**src/rtl/mem_access_unit.sv**
```systemverilog
// Data-memory access stage: drives a word-wide ready/ack bus for loads and
// stores, steers byte lanes, formats load data and stalls until completion.
module mem_access_unit #(
  parameter int unsigned TIMEOUT = 255
) (
  input  logic        clk,
  input  logic        rst,
  input  logic        MemRead,
  input  logic        MemWrite,
  input  logic [1:0]  Size,
  input  logic        Unsigned,
  input  logic [31:0] Addr,
  input  logic [31:0] wData_i,
  input  logic [4:0]  wAddr_i,
  output logic [31:0] rData,
  output logic [31:0] Result,
  output logic [4:0]  wAddr,
  output logic        stall,
  output logic        misalign,
  output logic        bus_err,
  output logic        mem_req,
  output logic        mem_we,
  output logic [31:0] mem_addr,
  output logic [3:0]  mem_be,
  output logic [31:0] mem_wdata,
  input  logic [31:0] mem_rdata,
  input  logic        mem_ack
);

  typedef enum logic [1:0] {StIdle, StBusy, StDone} state_e;

  // Counter value seen in the last BUSY cycle before giving up.
  localparam logic [7:0] CntLast = 8'(TIMEOUT - 1);

  state_e      state_q, state_d;
  logic [7:0]  cnt_q, cnt_d;
  logic [31:0] rdata_q, rdata_d;
  logic        bus_err_q, bus_err_d;
  logic        req_q, req_d;
  logic        we_q, we_d;
  logic [31:0] addr_q, addr_d;
  logic [3:0]  be_q, be_d;
  logic [31:0] wdata_q, wdata_d;
  logic [1:0]  size_q, size_d;
  logic        uns_q, uns_d;
  logic [1:0]  lane_q, lane_d;

  logic        mem_op;
  logic        is_half;
  logic        is_word;
  logic        mis;
  logic [3:0]  be_new;
  logic [31:0] wdata_new;
  logic [31:0] rshift;
  logic [31:0] load_fmt;

  // Decode the incoming instruction: alignment, byte enables, store data.
  always_comb begin
    mem_op  = MemRead | MemWrite;
    is_half = (Size == 2'b01);
    is_word = Size[1];
    mis     = mem_op & ((is_half & Addr[0]) | (is_word & (Addr[1:0] != 2'b00)));
    be_new    = 4'b1111;
    wdata_new = wData_i;
    unique case (Size)
      2'b00: begin
        be_new    = 4'b0001 << Addr[1:0];
        wdata_new = {4{wData_i[7:0]}};
      end
      2'b01: begin
        be_new    = 4'b0011 << Addr[1:0];
        wdata_new = {2{wData_i[15:0]}};
      end
      default: begin
        be_new    = 4'b1111;
        wdata_new = wData_i;
      end
    endcase
  end

  // Format read data from the latched lane, size and signedness.
  always_comb begin
    rshift   = mem_rdata >> {lane_q, 3'b000};
    load_fmt = mem_rdata;
    unique case (size_q)
      2'b00:   load_fmt = {{24{~uns_q & rshift[7]}}, rshift[7:0]};
      2'b01:   load_fmt = {{16{~uns_q & rshift[15]}}, rshift[15:0]};
      default: load_fmt = mem_rdata;
    endcase
  end

  // Next-state logic for the access FSM and all registered outputs.
  always_comb begin
    state_d   = state_q;
    cnt_d     = cnt_q;
    rdata_d   = rdata_q;
    bus_err_d = 1'b0;
    req_d     = req_q;
    we_d      = we_q;
    addr_d    = addr_q;
    be_d      = be_q;
    wdata_d   = wdata_q;
    size_d    = size_q;
    uns_d     = uns_q;
    lane_d    = lane_q;
    unique case (state_q)
      StIdle: begin
        rdata_d = '0;
        cnt_d   = '0;
        if (mem_op && !mis) begin
          req_d   = 1'b1;
          we_d    = MemWrite & ~MemRead;
          addr_d  = {Addr[31:2], 2'b00};
          be_d    = be_new;
          wdata_d = wdata_new;
          size_d  = Size;
          uns_d   = Unsigned;
          lane_d  = Addr[1:0];
          state_d = StBusy;
        end
      end
      StBusy: begin
        cnt_d = cnt_q + 8'd1;
        if (mem_ack) begin
          rdata_d = we_q ? 32'h0 : load_fmt;
          req_d   = 1'b0;
          state_d = StDone;
        end else if (cnt_q == CntLast) begin
          rdata_d   = '0;
          req_d     = 1'b0;
          bus_err_d = 1'b1;
          state_d   = StDone;
        end
      end
      StDone: begin
        // rData stays visible for this cycle only; cleared on return to IDLE.
        rdata_d = '0;
        cnt_d   = '0;
        state_d = StIdle;
      end
      default: state_d = StIdle;
    endcase
  end

  // State and output registers with asynchronous active-low reset.
  always_ff @(posedge clk or negedge rst) begin
    if (!rst) begin
      state_q   <= StIdle;
      cnt_q     <= '0;
      rdata_q   <= '0;
      bus_err_q <= 1'b0;
      req_q     <= 1'b0;
      we_q      <= 1'b0;
      addr_q    <= '0;
      be_q      <= '0;
      wdata_q   <= '0;
      size_q    <= '0;
      uns_q     <= 1'b0;
      lane_q    <= '0;
    end else begin
      state_q   <= state_d;
      cnt_q     <= cnt_d;
      rdata_q   <= rdata_d;
      bus_err_q <= bus_err_d;
      req_q     <= req_d;
      we_q      <= we_d;
      addr_q    <= addr_d;
      be_q      <= be_d;
      wdata_q   <= wdata_d;
      size_q    <= size_d;
      uns_q     <= uns_d;
      lane_q    <= lane_d;
    end
  end

  // Output decode: stall covers accept cycle and BUSY, not DONE.
  always_comb begin
    stall     = ((state_q == StIdle) & mem_op & ~mis) | (state_q == StBusy);
    misalign  = (state_q == StIdle) & mis;
    rData     = rdata_q;
    bus_err   = bus_err_q;
    mem_req   = req_q;
    mem_we    = we_q;
    mem_addr  = addr_q;
    mem_be    = be_q;
    mem_wdata = wdata_q;
    Result    = Addr;
    wAddr     = wAddr_i;
  end

endmodule
```
**config.mk**
```make
export PLATFORM = sky130hd
export DESIGN_NAME = mem_access_unit
export DESIGN_NICKNAME = d
export VERILOG_FILES = /design/src/rtl/mem_access_unit.sv
export SDC_FILE = /design/constraint.sdc
export NUM_CORES = 1
export LEC_CHECK = 0
export BUFFER_PORTS_ARGS = -buffer_cell sky130_fd_sc_hd__buf_2
export CAP_MARGIN = 20
export CORE_MARGIN = 3
export CORE_UTILIZATION = 48
export DETAILED_ROUTE_END_ITERATION = 7
export MAX_ROUTING_LAYER = met4
export PLACE_DENSITY = 0.81
export SYNTH_ARGS = -nofsm -noshare
export SYNTH_HDL_FRONTEND = slang
export SYNTH_SLANG_ARGS = --single-unit
```
**constraint.sdc**
```tcl
create_clock -name clk -period 2.01 [get_ports clk]
set_input_delay 0.201 -clock clk [delete_from_list [all_inputs] [get_ports clk]]
set_output_delay 0.201 -clock clk [all_outputs]
set_load 0.1 [all_outputs]
```
[Yosys cells after proc, flatten, opt, wreduce, memory -nomap -nowiden]
Index checks and enable logic that the tools add are counted.
Storage, ports and cells
  input port bits: 109
  output and inout bits: 142
  flip-flop bits (word level): 116
Cells by class
  reductions and logical operators: 13
  shift-type cells: 3
  bitwise operators: 15
  multiplexer cells: 19
  add/subtract/negate cells: 1
  eq/ne operators: 7
Operator list (count)
  32-bit one-hot mux with 2 select lines: 3
  32-bit 2-to-1 mux: 3
  32-bit by 5-bit >> shifter with 16-bit output: 1
  8-bit one-hot mux with 2 select lines: 1
  1-bit bitwise AND: 9
  8-bit by 1-bit adder with 8-bit output, second input constant: 1
  8-bit equality test, second input constant: 1
  4-bit one-hot mux with 2 select lines: 1
  2-bit by 1-bit equality test with 1-bit output, second input constant: 3
  2-bit zero test: 3
  1-bit 2-to-1 mux: 6
  2-bit 2-to-1 mux: 3
  2-bit AND reduction: 3
  2-bit nonzero test: 3
  2-bit one-hot mux with 2 select lines: 1
  1-bit by 2-bit << shifter with 4-bit output, first input constant: 1
  2-bit by 2-bit << shifter with 4-bit output, first input constant: 1
  3-bit != test, second input constant: 1
  1-bit NOT: 3
  1-bit bitwise OR: 3
  3-bit AND reduction: 1
  2-bit equality test, second input constant: 1
  2-bit != test, second input constant: 1
  1-bit one-hot mux with 2 select lines: 1
  3 further kinds: 3

[Logic depth before layout (Yosys ltp)]
  word-level depth: 8
  mapped depth: 7

[Least setup slack after synthesis]
Ideal clock, no wire load.
  kind: input-to-output
  start: in Size[1]
  end: out stall
  stages on the path: 5
  slack: -0.549 ns
  path buffers: 2
  required time: 1.809 ns
  data arrival time: 2.358 ns
  cells stage by stage: clkbuf_1 > clkbuf_1 > a21oi_1 > o21ai_0 > a21oi_1
On the way
  cells in the longest elaborated chain, start to end: 7
  elaborated cells on any way between the ends: 8
  classes of those cells: eq/ne (1); bitwise (7)
RTL lines
  start: declaration: RTL line 10  | input logic [1:0] Size,
  2-bit by 1-bit equality test with 1-bit output: RTL line 60  | is_half = (Size == 2'b01);
  1-bit bitwise AND: RTL line 62  | mis = mem_op & ((is_half & Addr[0]) | (is_word & (Addr[1:0] != 2'b00)));
  1-bit bitwise OR (*): RTL line 62
  1-bit bitwise AND (*): RTL line 62
  1-bit NOT (*): RTL line 178  | stall = ((state_q == StIdle) & mem_op & ~mis) | (state_q == StBusy);
  1-bit bitwise AND (*): RTL line 178
  1-bit bitwise OR (*): RTL line 178
  end: declaration: RTL line 18  | output logic stall,
Mark *: on every way between the ends. The rest lies on a longest branch, timed or not.

[Worst setup path in the final report]
  start: reg state_q[0]
  end: reg wdata_q[13], in the netlist mem_wdata[13]
On the way
  cells in the longest elaborated chain, start to end: 2
RTL lines
  start: declaration: RTL line 35  | state_e state_q, state_d;
  start signal: assignment: RTL line 148  | state_q <= StIdle;
  start signal: assignment: RTL line 161  | state_q <= state_d;
  2-bit zero test: RTL line 106  | unique case (state_q)
  2-bit AND reduction (no source line)
  end signal: assignment: RTL line 169  | wdata_q <= wdata_d;
  end: declaration: RTL line 43  | logic [31:0] wdata_q, wdata_d;
No other way between the ends.
A chain may end at the register's enable or synchronous reset.

==> results.toml <==
[status]
outcome = "finished, final reports clean"

[die]
num_rows = 39
dieHeight_um = 115.3
die_w_um = 115.3
ioPinCount = 251
core_um2 = 11560
initial_core_util_pct = 49.61
die-area_um2 = 13300

[sta]
skew_ns = 0.008866
hold_viol = 0
drv_slew = 0
layout_setup_ws_ns = 0.1174
relSlewSlack_pct = 55.95
worst_slew_pin_slew_ns = 0.6564
min_period_ns = 1.893
fmax_mhz = 528.4
rsz0062_at_grt = "false"
fin_crit_sh_pct = 94.16
setup_violations = 0
setup-tns-final_ns = 0

[grt]
grt_pass1_vias = 4918
grt_pass1_wl_um = 24930
antenna_found_initial = 0
grt.total_usage_pct = 25.36
grt-ovfl-total = 0
grt_max_degree = 59

[final_layout]
final_area_um2 = 7526
diodes = 0
fill_cells = 903
area_delta_synth_final_pct = 31.19
nets = 828
drive_above_1_share_pct = 50.14

[synthesis]
ys_ff_latch = 116
async_flop_share_pct = 100.0
synth_area_per_cell_um2 = 11.47
synthCells = 500
ys_top_cells_by_area = "dfrtp_1, mux2_2, mux2i_1"
yosysWarnings = 0
yosysTopAreaCellShare_pct = 50.60
synth-edff-count = 0
yosys_most_used_dff = "dfrtp_1"
syn_area_um2 = 5737
synth.largest_area_cell = "dfrtp_1"
ys_seq_area_share_pct = 50.60
synth_commonest_cells = "dfrtp_1, mux2_2, buf_4"
synth.distinct_cells = 51
synthMostInstantiatedCell = "dfrtp_1"

[critical_path]
cp_data_arrival_time_ns = 2.24
critPathLaunchType = "register"
rr_worst_depth = 6
critPathKind = "register to register"
r2r-end = "mem_wdata[13]"
path_max_fanout = 58
cp-end-kind = "register"
rrSetupSlack_ns = 0.12
r2r-start = "state_q[0]"
cp.required_ns = 2.36

[power]
p_total_mw = 14.44
ir_worst_vdd_mv = 1.661
power_density_nw_per_um2 = 1918
p_leak_nw = 3.745

[drt]
post_drt_wl_per_cell_um = 18.16
drt_iter0_drc = 366
vias = 4734
via_per_inst = 5.423
antenna_left = 0
drt_pass1_iterations = 4
drc_errors = 0
wl_um = 15850

[placed_design]
post-dp-hpwl_um = 11940
pre_cts_ws_ns = 0.07154
place.gp.congestion = 0.9168
dpl_cell_area_um2 = 6904
portBuffers = 238

[cts]
clock_latency_ns = 0.42
cts_root_buf = "clkbuf_16"
cts_tree = "built"
clk_pin_slew_ns = 0.06
numCtsBuffers = 17
cts_num_sinks = 116
cts_buffer_depth = 2
htree_levels = 4

[min_path]
min_to = "mem_addr[3]"
hp-start = "Addr[3]"
holdPathStages = 2
hp-class = "primary input to register"

[flow_run]
drv_cap = 0
-- worst max-delay path: stages, from the launching register on --
cell and delay (ns):
dfrtp_1 0.37, or2_2 0.35, a2111oi_4 0.28, buf_12 0.32
buf_4 0.28, nor2_1 0.08, a21oi_2 0.10
-- worst max-delay path by stage --
stage | from | to | slack (ns) | cells past startpoint
after global routing | state_q[0] | mem_wdata[13] | 0.02 | 6
after global placement | Addr[0] | mem_wdata[14] | 0.14 | 7
after detailed placement | Addr[0] | mem_wdata[13] | 0.07 | 7
after CTS | state_q[1] | misalign | 0.02 | 5
final | state_q[0] | mem_wdata[13] | 0.12 | 6
after floorplan | Size[1] | stall | 0.0004 | 5
-- state kept, by name (all words and copies together) (netlist names) --
signal,count
bus_err,1
cnt_q,8
lane_q,2
mem_addr,30
mem_be,4
mem_req,1
mem_wdata,32
mem_we,1
rData,32
size_q,2
state_q,2
uns_q,1
-- metrics by stage --
step / hold WS, ns / utilization (%) / cells
floorplan: -0.09459 / - / 501
global route: 0.01654 / 65.08 / 873
global placement: 0.1625 / 59.70 / 839
CTS: 0.006971 / 65.08 / 873
detailed placement: 0.1731 / 59.70 / 839
finish: 0.02761 / 65.08 / 873
-- routing by layer --
metal	vias to the layer above	GRT usage [%]	share of wire, %
met2	221	40.32	50
met1	2297	30.11	40
li1	2178	-	-
met4	0	12.91	3.1
met5	-	-	0
met3	38	6.000	6.6
-- where the power goes --
group / internal, mW / switching [mW] / total (mW)
logic: 1.43 / 6.45 / 7.89
clock network: 1.98 / 1.08 / 3.07
registers: 3.04 / 0.443 / 3.48
-- area by class of cell --
type / instances / area, um^2 / share of cell area (%)
repair buffers: 265 / 1494 / 19.85
inverters: 11 / 41.29 / 0.5486
flip-flops and latches: 116 / 2904 / 38.59
multi-input cells: 306 / 2306 / 30.64
clock inverters: 12 / 155.1 / 2.062
well taps: 143 / 178.9 / 2.377
clock buffers: 20 / 446.7 / 5.935
-- kinds of logic (layout without fill, tap and decap cells) --
family	after synthesis	in the layout	share of synthesized area, %
DFF	116	116	50.60
xor gates and xnor gates	6	6	0.9160
other	1	2	0.06537
muxes	85	85	16.18
buffers and inverters	79	308	9.378
and+or+nand+nor	93	93	7.917
AOI/OAI and AO/OA	118	118	14.50
adders and majority gates	2	2	0.4361
-- timing repair --
| item | in CTS | in global routing |
|---|---|---|
| resized for setup | 0 | 1 |
| endpoints found under the hold margin | 32 | 0 |
| hold buffers | 2 | 0 |
| setup buffers | 0 | 0 |
| setup endpoints to repair | 0 | 1 |
-- cells in the final DEF (no fill, tap or decap), drive strengths merged, types with 3 or more instances in the layout --
cell | synthesis | routed
bufinv | 0 | 3
nand2 | 20 | 20
buf | 53 | 263
a221o | 24 | 24
o2bb2ai | 7 | 7
clkinv | 1 | 7
nor3 | 3 | 3
clkbuf | 15 | 20
a21oi | 46 | 46
or2 | 3 | 3
mux2i | 32 | 32
nor2 | 39 | 39
o21ai | 31 | 31
inv | 10 | 11
dfrtp | 116 | 116
xor2 | 5 | 5
mux2 | 52 | 52
nor2b | 4 | 4
nand2b | 9 | 9
Power figures use the tool's default switching activity.
